--- src/rtl/id_ex_reg.sv ---
// id_ex_reg: decode-to-execute pipeline register with valid/ready handshake,
// stall, flush, x0 forcing and optional writeback bypass (ID_EX_WB_BYPASS_EN).
// Ports:
//   clk, rst (sync, active-high)
//   id_*  : decode payload in, id_valid_i / id_ready_o handshake
//   wb_*  : writeback port (bypass source)
//   ex_*  : registered payload out, ex_valid_o / ex_ready_i handshake
//   flush_i kills the held entry and blocks the incoming one
module id_ex_reg #(
   parameter int DATA_WIDTH = 32,
   parameter int ADDR_WIDTH = 5,
   parameter int CTRL_WIDTH = 16
) (
   input  logic                  clk,
   input  logic                  rst,
   input  logic                  id_valid_i,
   output logic                  id_ready_o,
   input  logic [DATA_WIDTH-1:0] id_pc_i,
   input  logic [DATA_WIDTH-1:0] id_imm_i,
   input  logic [ADDR_WIDTH-1:0] id_rs1_addr_i,
   input  logic [ADDR_WIDTH-1:0] id_rs2_addr_i,
   input  logic [ADDR_WIDTH-1:0] id_rd_addr_i,
   input  logic [DATA_WIDTH-1:0] id_rs1_data_i,
   input  logic [DATA_WIDTH-1:0] id_rs2_data_i,
   input  logic [CTRL_WIDTH-1:0] id_ctrl_i,
   input  logic                  flush_i,
   input  logic                  wb_we_i,
   input  logic [ADDR_WIDTH-1:0] wb_addr_i,
   input  logic [DATA_WIDTH-1:0] wb_data_i,
   output logic                  ex_valid_o,
   input  logic                  ex_ready_i,
   output logic [DATA_WIDTH-1:0] ex_pc_o,
   output logic [DATA_WIDTH-1:0] ex_imm_o,
   output logic [DATA_WIDTH-1:0] ex_rs1_data_o,
   output logic [DATA_WIDTH-1:0] ex_rs2_data_o,
   output logic [ADDR_WIDTH-1:0] ex_rs1_addr_o,
   output logic [ADDR_WIDTH-1:0] ex_rs2_addr_o,
   output logic [ADDR_WIDTH-1:0] ex_rd_addr_o,
   output logic [CTRL_WIDTH-1:0] ex_ctrl_o
);

   logic                  accept;
   logic                  consume;
   logic                  stall;
   logic [DATA_WIDTH-1:0] rs1_cap;
   logic [DATA_WIDTH-1:0] rs2_cap;
   logic [DATA_WIDTH-1:0] rs1_upd;
   logic [DATA_WIDTH-1:0] rs2_upd;

   // Only combinational path: ex_ready_i -> id_ready_o.
   assign id_ready_o = !rst && !flush_i && (!ex_valid_o || ex_ready_i);
   assign accept     = id_valid_i && id_ready_o;
   assign consume    = ex_valid_o && ex_ready_i;
   assign stall      = ex_valid_o && !ex_ready_i;

`ifdef ID_EX_WB_BYPASS_EN
   logic wb_live;

   // A write to x0 never forwards.
   assign wb_live = wb_we_i && (wb_addr_i != '0);

   always_comb begin
      rs1_cap = id_rs1_data_i;
      rs2_cap = id_rs2_data_i;
      rs1_upd = ex_rs1_data_o;
      rs2_upd = ex_rs2_data_o;
      if (wb_live && (wb_addr_i == id_rs1_addr_i)) rs1_cap = wb_data_i;
      if (wb_live && (wb_addr_i == id_rs2_addr_i)) rs2_cap = wb_data_i;
      if (id_rs1_addr_i == '0) rs1_cap = '0;
      if (id_rs2_addr_i == '0) rs2_cap = '0;
      // Held address is nonzero whenever it matches a live write.
      if (wb_live && (wb_addr_i == ex_rs1_addr_o)) rs1_upd = wb_data_i;
      if (wb_live && (wb_addr_i == ex_rs2_addr_o)) rs2_upd = wb_data_i;
   end
`else
   logic unused_wb;

   assign unused_wb = ^{wb_we_i, wb_addr_i, wb_data_i};

   always_comb begin
      rs1_cap = (id_rs1_addr_i == '0) ? '0 : id_rs1_data_i;
      rs2_cap = (id_rs2_addr_i == '0) ? '0 : id_rs2_data_i;
      rs1_upd = ex_rs1_data_o;
      rs2_upd = ex_rs2_data_o;
   end
`endif

   always_ff @(posedge clk) begin
      if (rst) begin
         ex_valid_o    <= 1'b0;
         ex_pc_o       <= '0;
         ex_imm_o      <= '0;
         ex_rs1_data_o <= '0;
         ex_rs2_data_o <= '0;
         ex_rs1_addr_o <= '0;
         ex_rs2_addr_o <= '0;
         ex_rd_addr_o  <= '0;
         ex_ctrl_o     <= '0;
      end else if (flush_i) begin
         // Clearing ctrl guarantees no side effect leaks from a killed entry.
         ex_valid_o <= 1'b0;
         ex_ctrl_o  <= '0;
      end else if (accept) begin
         ex_valid_o    <= 1'b1;
         ex_pc_o       <= id_pc_i;
         ex_imm_o      <= id_imm_i;
         ex_rs1_data_o <= rs1_cap;
         ex_rs2_data_o <= rs2_cap;
         ex_rs1_addr_o <= id_rs1_addr_i;
         ex_rs2_addr_o <= id_rs2_addr_i;
         ex_rd_addr_o  <= id_rd_addr_i;
         ex_ctrl_o     <= id_ctrl_i;
      end else begin
         if (consume) ex_valid_o <= 1'b0;
         if (stall) begin
            ex_rs1_data_o <= rs1_upd;
            ex_rs2_data_o <= rs2_upd;
         end
      end
   end

endmodule

--- config.mk ---
export PLATFORM = sky130hd
export DESIGN_NAME = id_ex_reg
export DESIGN_NICKNAME = d
export VERILOG_FILES = /design/src/rtl/id_ex_reg.sv
export SDC_FILE = /design/constraint.sdc
export NUM_CORES = 1
export LEC_CHECK = 0
export ABC_AREA = 1
export CAP_MARGIN = 0
export CORE_AREA = 4 4 139 141
export DETAILED_ROUTE_END_ITERATION = 8
export DIE_AREA = 0 0 143 145
export GPL_TIMING_DRIVEN = 0
export HOLD_SLACK_MARGIN = 0.02
export PLACE_DENSITY = 0.76
export SLEW_MARGIN = 20
export SYNTH_ARGS = -nofsm -noshare
export SYNTH_HDL_FRONTEND = slang
export SYNTH_SLANG_ARGS = --single-unit
export TNS_END_PERCENT = 50
--- constraint.sdc ---
create_clock -name clk -period 1.5 [get_ports clk]
set_input_delay 0.3 -clock clk [delete_from_list [all_inputs] [get_ports clk]]
set_output_delay 0.3 -clock clk [all_outputs]
set_load 0.005 [all_outputs]
==> results of run 1 <==
==> worst max path at each step <==
stage,startpoint,end,slack [ns],cells past startpoint
floorplan,flush_i,id_ready_o,0.22,4
global placement,rst,id_ready_o,-1.14,6
detailed placement,rst,id_ready_o,-1.13,6
CTS,rst,id_ready_o,-0.01,6
global route,ex_valid_o,ex_rs2_addr_o[1],0.02,7
finish,ex_valid_o,ex_imm_o[0],0.12,7
==> power groups by stage <==
stage               Combinational (uW)  Sequential, uW  Clock [uW]
global placement                  1590            4660           0
CTS                               1500            4570        4490
finish                            1490            4570        4390
floorplan                          545            4680           0
global route                      1660            4600        4650
detailed placement                1610            4670           0
==> final cells by class <==
cell class                 count  area (um^2)
fill                        1693         7350
sequential                   160         3220
timing repair buffer         328         3080
multi-input combinational    625         2510
inverter                     164          616
clock buffer                  18          439
buffer                        55          324
tap                          229          287
clock inverter                10          141
==> metrics by stage <==
step,total power [uW],hold WS [ns],TNS [ns]
2_1_floorplan,5230,0.435,0
3_3_place_gp,6260,0.464,-102.23
3_5_place_dp,6280,0.474,-102.73
4_1_cts,10600,0.424,-0.0148
5_1_grt,10900,0.249,0
6_report,10500,0.248,0
==> routing by layer <==
metal	vias to the layer above	part of all wire
met5	-	0.00057
met4	2	0.032
met3	52	0.099
met2	262	0.48
met1	3067	0.39
li1	3606	-
==> worst reg2reg max path, delay by kind of cell (launching register included) <==
kind / cells / cell delay [ns]
and+or+nand+nor: 5 / 0.39
DFF: 1 / 0.38
buffers and inverters: 2 / 0.50
==> synth_stat cells <==
cell      instances
buf_6             4
nand2_1         297
nand3_1          13
o21ai_0          11
inv_2             1
nor2_1          236
buf_2            24
inv_1           163
nor2_4            1
dfxtp_1         160
clkbuf_1         27
buf_4             1
nand3_2           1
a21oi_1          66
buf_1             1
==> sequential cells by signal, summed over array words and instances, names as in the netlist <==
signal and cells:
ex_rs1_addr_o 5, ex_ctrl_o 16, ex_imm_o 32, ex_pc_o 32, ex_valid_o 1, ex_rd_addr_o 5
ex_rs1_data_o 32, ex_rs2_data_o 32, ex_rs2_addr_o 5
==> layout by cell type, fill, tap and decap left out, types with 13 or more instances in the layout <==
cell,synthesis,routed
a21oi_1,66,63
clkbuf_16,0,17
clkdlybuf4s50_1,0,160
inv_1,163,162
nand2_1,297,296
clkbuf_1,27,15
dfxtp_1,160,150
dlygate4sd2_1,0,161
buf_2,24,15
nor2_1,236,233
buf_4,1,13
==> repair_timing <==
| action | CTS | global route |
|---|---|---|
| pin swaps | 1 | 4 |
| setup buffers | 4 | 0 |
| resized for setup | 205 | 23 |
| endpoints found under the setup margin | 319 | 93 |
| hold buffers | 0 | 0 |
| hold endpoints to repair | 0 | 0 |
==> kinds of logic after synthesis <==
family | after synthesis | synth area share
simple gates | 548 | 0.318
flops | 160 | 0.488
buf+inv | 221 | 0.136
compound gates | 77 | 0.0587
==> flow_metrics.env, run 1 <==
export IMPL_status="complete, no violations"
export IMPL_preCtsSetupSlack_ns=-1.13
export IMPL_floorplan_rows=49
export IMPL_worst_path_largest_cell_delay_ns=0.38
export IMPL_global_routing_s_busiest_layer="met2"
export IMPL_gp_routability_congestion=0.829
export IMPL_critical_path_n_buffers_inverters=2
export IMPL_grt_util_all_layers=0.217
export IMPL_max_cap_viol_count=0
export IMPL_critPathKind="reg2reg"
export IMPL_fraction_of_power_consumed_by_combinational_cells=0.142
export IMPL_place_hpwl_mm=17.3
export IMPL_drt_wirelength_per_cell_um=14.4
export IMPL_slew_limit_headroom=0.672
export IMPL_worstMarginPinSlew_ns=0.492
export IMPL_tritoncts_num_sinks=160
export IMPL_timing_critical_path_fanout_max=10
export IMPL_critical_path_top_delay_family="buffers and inverters"
export IMPL_cell_leakage_power_uw=0.00581
export IMPL_holdCritPathClass="in2reg"
export IMPL_grt_start_max_net_pins=18
export IMPL_postSynthRegisterBits=160
export IMPL_ys_top_cells_by_area="dfxtp_1, nand2_1, nor2_1"
export IMPL_post_layout_worst_setup_margin_ns=0.123
export IMPL_timing_reg2reg_setup_slack_ns=0.12
export IMPL_syn_to_final_growth_pct=61.6
export IMPL_first_global_vias=6940
export IMPL_clk_path_buf_depth=2
export IMPL_switching_power_uw=2540
export IMPL_syn_cell_area_mm2=0.00657
export IMPL_seq_area_frac_synth=0.488
export IMPL_design_final_nets=1553
export IMPL_final_period_utilization=0.918
export IMPL_design_area_mm2=0.0106
export IMPL_dr_pass1_iters=4
export IMPL_drive_above_1_share=0.0713
export IMPL_synth_largest_area_cell="dfxtp_1"
export IMPL_grt_antenna_before_repair=1
export IMPL_p_seq_frac=0.437
export IMPL_grt_util_met1=0.236
export IMPL_met2_usage=0.373
export IMPL_hold_start="rst"
export IMPL_cts_htree_levels=4
export IMPL_cell_count_of_the_worst_reg_to_reg_path=7
export IMPL_routed_via_density=4.40
export IMPL_internal_power_uw=7910
export IMPL_synth_yosys_warnings=0
export IMPL_totalWireLength_mm=22.9
export IMPL_timing_critical_path_mode_cell="nand2_1"
export IMPL_grt_setup_unrepaired="no"
export IMPL_die_area_mm2=0.0207
export IMPL_worst_vdd_rail_ir_drop_mv=0.767
export IMPL_worst_hold_path_endpoint="ex_valid_o"
export IMPL_placed_cell_area_mm2=0.0101
export IMPL_setup_viol=0
export IMPL_groute_layer_met3_usage=0.0809
export IMPL_post_synth_num_cell_types=15
export IMPL_final_hold_violating_endpoints=0
export IMPL_final_max_slew_viol_count=0
export IMPL_die_width_um=143
export IMPL_drt_initial_drc_count=223
export IMPL_post_synth_cell_area_avg_um2=6.53
export IMPL_floorplan_core_area_mm2=0.0180
export IMPL_pwr_density_cell_mw_per_mm2=985
export IMPL_p_sw_frac=0.243
export IMPL_io_buffers=324
export IMPL_timing_critical_path_from_type="flip-flop"
export IMPL_layout_cells_non_filler=1589
export IMPL_grt_overflow_total=0
export IMPL_dp_cells=1559
export IMPL_post_layout_minimum_cycle_time_ns=1.38
export IMPL_worstReg2RegEnd="ex_imm_o[0]"
export IMPL_crit_arrival_ns=1.69
export IMPL_routed_via_count=6989
export IMPL_grt_pass1_wl_mm=35.8
export IMPL_ctsRootBufferMaster="clkbuf_16"
export IMPL_total_cts_buffers=17
export IMPL_netlist_area_leader_share=0.488
export IMPL_fmaxAchievable_mhz=726
export IMPL_worst_clock_skew_ns=0.00637
export IMPL_floorplan_die_height_um=145
export IMPL_crit_path_cell_trace="nand2_2 > nand3_4 > buf_4 > buf_2 > nand2_1 > nand2_1 > nor2_1"
export IMPL_insertion_delay_ns=0.42
export IMPL_timing_critical_path_to_type="flip-flop"
export IMPL_worst_setup_hold_path_clk_slew_ns=0.06
export IMPL_drtAntennaViolNets=0
export IMPL_start_util=0.366
export IMPL_worstReg2RegStart="ex_valid_o"
export IMPL_worstPathRequired_ns=1.81
export IMPL_ios=363
export IMPL_power_share_of_the_clock_group=0.420
export IMPL_post_route_drc_count=0
export IMPL_cts_tree="built"
export IMPL_worst_path_max_delay_cell="dfxtp_1"
export IMPL_syn_nets=1208
export IMPL_antenna_cells=0
export IMPL_timing_hold_worst_path_depth=4
export IMPL_synthCells=1006
export IMPL_utilization_after_layout=0.591
(Power assumes the default switching activity.)
==> run 2: changes to the inputs <==
Settings changed: GPL_ROUTABILITY_DRIVEN set to 0.
==> results of run 2 <==
Same layout as run 1: the final DEF is identical, and so are final timing and power.
